## src/rtl/synth_pkg.sv

```systemverilog
// Shared widths, synthesis filter coefficients and FSM encoding for the
// single-level wavelet reconstruction stage.
package synth_pkg;

  localparam int unsigned IN_W   = 16;
  localparam int unsigned COEF_W = 9;
  localparam int unsigned ACC_W  = 28;
  localparam int unsigned PROD_W = IN_W + COEF_W;
  localparam int unsigned TAPS   = 8;
  localparam int unsigned HIST   = 4;
  localparam int unsigned CNT_W  = 3;

  typedef logic signed [COEF_W-1:0] coef_t;
  typedef logic signed [IN_W-1:0]   sample_t;
  typedef logic signed [ACC_W-1:0]  acc_t;

  // Synthesis low-pass (G0) and high-pass (G1) taps, index = 2*k + phase
  localparam coef_t G0 [TAPS] = '{-9'sd59, -9'sd183, -9'sd162, 9'sd7,
                                  9'sd48, -9'sd8, -9'sd8, 9'sd3};
  localparam coef_t G1 [TAPS] = '{-9'sd3, -9'sd8, 9'sd8, 9'sd48,
                                  -9'sd7, -9'sd162, 9'sd183, 9'sd59};

  typedef enum logic [2:0] {
    IDLE  = 3'd0,
    MAC_E = 3'd1,
    OUT_E = 3'd2,
    MAC_O = 3'd3,
    OUT_O = 3'd4
  } state_t;

endpackage

```

## src/rtl/synth_mac.sv

```systemverilog
// Registered 16x9 signed multiply-accumulate with synchronous clear and enable.
module synth_mac
  import synth_pkg::*;
(
  input  logic    clk,
  input  logic    reset,
  input  logic    clr,
  input  logic    en,
  input  sample_t sample,
  input  coef_t   coef,
  output acc_t    acc
);

  logic signed [PROD_W-1:0] prod_c;

  assign prod_c = PROD_W'(sample) * PROD_W'(coef);

  // Full-scale sums stay below 2^27, so the accumulator never wraps
  always_ff @(posedge clk or negedge reset) begin
    if (!reset) begin
      acc <= '0;
    end else if (clr) begin
      acc <= '0;
    end else if (en) begin
      acc <= acc + ACC_W'(prod_c);
    end
  end

endmodule

```

## src/rtl/synth_recon.sv

```systemverilog
// Wavelet synthesis stage: one (lo, hi) pair in, even then odd reconstructed
// sample out, computed on a single time-multiplexed MAC.
module synth_recon
  import synth_pkg::*;
(
  input  logic                     clk,
  input  logic                     reset,
  input  logic signed [IN_W-1:0]   lo_in,
  input  logic signed [IN_W-1:0]   hi_in,
  input  logic                     in_valid,
  output logic                     in_ready,
  output logic signed [ACC_W-1:0]  data_out,
  output logic                     data_out_flag
);

  state_t           state;
  logic [CNT_W-1:0] cnt;
  sample_t          lo_h [HIST];
  sample_t          hi_h [HIST];

  acc_t             acc;
  logic             mac_clr;
  logic             mac_en;
  logic             phase;
  logic [2:0]       tap_idx;
  coef_t            coef_sel;
  sample_t          sample_sel;

  // Operand mux: cnt[2] selects band, cnt[1:0] selects history tap
  always_comb begin
    phase      = 1'b0;
    tap_idx    = '0;
    coef_sel   = '0;
    sample_sel = '0;
    mac_clr    = 1'b0;
    mac_en     = 1'b0;

    phase      = (state == MAC_O);
    tap_idx    = {cnt[1:0], phase};
    coef_sel   = cnt[2] ? G1[tap_idx] : G0[tap_idx];
    sample_sel = cnt[2] ? hi_h[cnt[1:0]] : lo_h[cnt[1:0]];
    mac_en     = (state == MAC_E) || (state == MAC_O);
    mac_clr    = ((state == IDLE) && in_valid) || (state == OUT_E);
  end

  synth_mac u_mac (
    .clk    (clk),
    .reset  (reset),
    .clr    (mac_clr),
    .en     (mac_en),
    .sample (sample_sel),
    .coef   (coef_sel),
    .acc    (acc)
  );

  always_ff @(posedge clk or negedge reset) begin
    if (!reset) begin
      state         <= IDLE;
      in_ready      <= 1'b1;
      data_out      <= '0;
      data_out_flag <= 1'b0;
      cnt           <= '0;
      for (int i = 0; i < HIST; i++) begin
        lo_h[i] <= '0;
        hi_h[i] <= '0;
      end
    end else begin
      data_out_flag <= 1'b0;
      case (state)
        IDLE: begin
          if (in_valid) begin
            for (int i = HIST - 1; i > 0; i--) begin
              lo_h[i] <= lo_h[i-1];
              hi_h[i] <= hi_h[i-1];
            end
            lo_h[0]  <= lo_in;
            hi_h[0]  <= hi_in;
            cnt      <= '0;
            in_ready <= 1'b0;
            state    <= MAC_E;
          end
        end
        MAC_E: begin
          cnt <= cnt + CNT_W'(1);
          if (cnt == CNT_W'(7)) state <= OUT_E;
        end
        OUT_E: begin
          data_out      <= acc;
          data_out_flag <= 1'b1;
          cnt           <= '0;
          state         <= MAC_O;
        end
        MAC_O: begin
          cnt <= cnt + CNT_W'(1);
          if (cnt == CNT_W'(7)) state <= OUT_O;
        end
        OUT_O: begin
          data_out      <= acc;
          data_out_flag <= 1'b1;
          in_ready      <= 1'b1;
          state         <= IDLE;
        end
        default: begin
          in_ready <= 1'b1;
          state    <= IDLE;
        end
      endcase
    end
  end

endmodule

```

## config.mk

```make
export PLATFORM = sky130hd
export DESIGN_NAME = synth_recon
export DESIGN_NICKNAME = d
export VERILOG_FILES = /design/src/rtl/synth_pkg.sv /design/src/rtl/synth_mac.sv /design/src/rtl/synth_recon.sv
export SDC_FILE = /design/constraint.sdc
export NUM_CORES = 1
export LEC_CHECK = 0
export ABC_AREA = 1
export CORE_MARGIN = 2
export CORE_UTILIZATION = 57
export DETAILED_ROUTE_END_ITERATION = 12
export HOLD_SLACK_MARGIN = 0.02
export PLACE_DENSITY_LB_ADDON = 0.12
export SLEW_MARGIN = 15
export SYNTH_ARGS = -nofsm -noshare
export SYNTH_HDL_FRONTEND = slang
export SYNTH_SLANG_ARGS = --single-unit
export TNS_END_PERCENT = 100
```

## constraint.sdc

```tcl
create_clock -name clk -period 5.6 [get_ports clk]
set_clock_uncertainty 0.05 [all_clocks]
set_input_delay 1.12 -clock clk [delete_from_list [all_inputs] [get_ports clk]]
set_output_delay 1.12 -clock clk [all_outputs]
set_load 0.02 [all_outputs]
```

==> metrics.md <==
| Metric | Value |
|---|---|
| Final Slew Violations | 0 |
| Final worst path period need | 5740 ps |
| Ant. Diodes | 0 |
| Final setup vio count | 10 |
| Final period util | 102% |
| Fin area | 19100 sq um |
| Area contributors post-synth | dfrtp_1 31%, fa_1 19%, nand2_1 12% |
| Syn Inst Count | 1866 |
| Clk slew on worst S/H paths | 100 ps |
| Delay-heaviest family, CP | adder cells |
| FF+latch count, synth | 192 |
| Layout cell share with drive strength beyond 1 | 22.5% |
| Die area | 28200 sq um |
| Crit path launch type | flip-flop |
| Status | finished with violations |
| H-tree levels | 4 |
| HPWL after detailed placement | 28.7 mm |
| Final hold violation count | 0 |
| Placed cell area | 17200 sq um |
| Failing checks | negative setup slack |
| Largest net degree at the start of global routing | 113 |
| EDFF count, synth | 0 |
| Filler cells | 1993 |
| Fmax | 174 MHz |
| CP Max Fanout | 18 |
| Post-Syn Nets | 2128 |
| Initial antenna violation count | 0 |
| CTS tree | built |
| Via density | 5.34 |
| # IOs | 65 |
| Cts hold-fix bufs | 0 |
| Synth area leader | dfrtp_1 |
| CP most frequent cell | fa_1 |
| Ys async rst share | 100% |
| First-pass GRT wire length | 65.1 mm |
| PortBufs | 64 |
| Total number of vias | 12900 |
| Final Util | 73.0% |
| Hold Path Class | reg -> reg |
| Worst Hold Slack | 438 ps |
| Clk Latency, worst-skew pair | 460 ps |
| Worst path required time | 5890 ps |
| Sink Count | 192 |
| Initial Util | 58.4% |
| Adder-Cell Fraction of Synth Area | 25.8% |
| Gr ovfl total | 0 |
| Synth warn | 0 |
| Worst Path Arrival | 6030 ps |
| Worst-Margin Slew | 1070 ps |
| CP max stage delay | 560 ps |
| WL/cell | 16.6 microns |
| Synth Cell Area | 15300 sq um |
| Post-synthesis mux area share | 1.91% |
| Root buf cell | clkbuf_16 |
| # rows | 59 |
| Avg Cell Area, Syn | 8.21 sq um |
| WP buf/inv | 6 |
| CORE AREA | 26200 sq um |
| Num CTS Buffers | 17 |
| Final setup margin | -135 ps |
| DRT Pass-1 Iters | 5 |
| Vias in the first global route | 12600 |
| Detailed Route Iter0 Violations | 987 |
| RD Place Congestion | 0.918 |
| Proportion of netlist area held by the largest area contributor | 31.2% |
| Unique masters post-synth | 53 |
| Unrepaired setup endpoints after global routing | yes |
| Residual DRC | 0 |
| Slew margin rel. | 28.8% |
| Post-Synth XOR/XNOR Area | 0.343% |
| Die height | 168 microns |
| Post-Synth Simple-Gate Area | 16.8% |
| Total Routed Length | 40.2 mm |
| Max-Cap Viols | 0 |
| CTS Buffer Depth | 2 |
| Slowest-stage cell, CP | fa_1 |
| CP endpoint kind | flip-flop |
| Dpl ws | -388 ps |
| ANT nets after route | 0 |
| Post-synthesis sequential area ratio | 31.4% |
| CP Class | reg -> reg |
| Area Overhead vs Synth | 24.9% |
| GRT Total Usage | 29.2% |
| DIE WIDTH | 168 microns |
| Layout Nets | 2335 |
| Main combinational cell family by area after synthesis | adder cells |
| Most used DFF post-synth | dfrtp_1 |
| Compound-Gate Fraction of Synth Area | 11.3% |
-- cell usage after synthesis, drive strengths merged, types with 4 or more instances --
cell type and count:
mux2 26, nand4 6, o211ai 14, xnor2 4, o21ai 187, clkbuf 18, a21oi 73, inv 402
o2111ai 15, nand3 36, dfrtp 191, buf 47, nor2 106, ha 79, nand2 485, fa 148
-- registers in the layout (all words and copies together), names as in the netlist --
signal / count
data_out_flag: 1
state: 3
data_out: 28
hi_h: 64
lo_h: 64
u_mac.acc: 28
in_ready: 1
cnt: 3
-- worst min-delay path, cell delays in order (launching register included) --
cell and delay, ps:
dfrtp_1 350, nand2_1 50, o21ai_0 50
-- layout make-up --
type | instances | area, sq um | area share (%)
multi-input cells | 1205 | 9400 | 49.2
flip-flops and latches | 192 | 4810 | 25.1
repair buffers | 253 | 2310 | 12.1
inverters | 404 | 1550 | 8.08
clock buffers | 17 | 425 | 2.22
well taps | 335 | 419 | 2.19
clock inverters | 15 | 215 | 1.12
-- worst paths after layout --
check	from	end	slack, ps	depth (start not counted)
setup / recovery	cnt[0]	u_mac.acc[22]	-140	25
min in group asynchronous	reset	lo_h[63]	630	1
hold reg to reg	hi_h[14]	hi_h[14]	440	2
hold / removal	hi_h[14]	hi_h[14]	440	2
max in group asynchronous	reset	lo_h[29]	3840	2
setup reg to reg	cnt[0]	u_mac.acc[22]	-140	25
-- timing repair --
action	in CTS	in global routing
hold endpoints to repair	0	0
pin swaps	36	57
resized for setup	98	154
gates cloned	2	2
buffers inserted	15	26
setup endpoints to repair	20	21
-- metrics by stage --
step / instances / setup TNS [ps]
3_3_place_gp: 2346 / -3520
5_1_grt: 2421 / -4590
3_5_place_dp: 2346 / -4340
6_report: 2421 / -377
4_1_cts: 2395 / -24.7
2_1_floorplan: 1866 / 0
-- cell usage in the layout, fill, tap and decap left out, drive strengths merged --
master,synthesis,routed
a211oi,1,1
a21o,1,1
a21oi,73,73
a22o,3,3
a31oi,1,1
a32o,1,1
and2,2,2
and3,1,1
buf,47,187
bufinv,0,1
clkbuf,18,20
clkdlybuf4s50,0,63
clkinv,2,6
dfrtp,191,191
dfstp,1,1
fa,148,148
ha,79,79
inv,402,412
mux2,26,26
nand2,485,485
nand3,36,36
nand3b,1,1
nand4,6,6
nor2,106,106
nor3,3,3
nor4,1,1
o2111ai,15,15
o211ai,14,14
o21ai,187,187
o21bai,1,1
o221ai,3,3
o22ai,1,1
o32ai,2,2
or2,2,2
xnor2,4,4
xor2,2,2
-- per-layer routing --
layer | track usage, % | vias up | wire, microns
met5 | 0 | - | 0
met3 | 4.49 | 58 | 2730
met1 | 42.5 | 6342 | 17800
li1 | - | 6131 | -
met4 | 6.81 | 0 | 714
met2 | 46.5 | 393 | 18900
-- cell families after synthesis --
| family | Yosys count |
|---|---|
| adders and majority gates | 227 |
| muxes | 26 |
| DFF | 192 |
| buffers and inverters | 469 |
| xor gates and xnor gates | 6 |
| and+or+nand+nor | 643 |
| AOI/OAI and AO/OA | 303 |
Power is not shown: default switching activity piles up to over one toggle a cycle in this logic, so the estimate is an artifact.
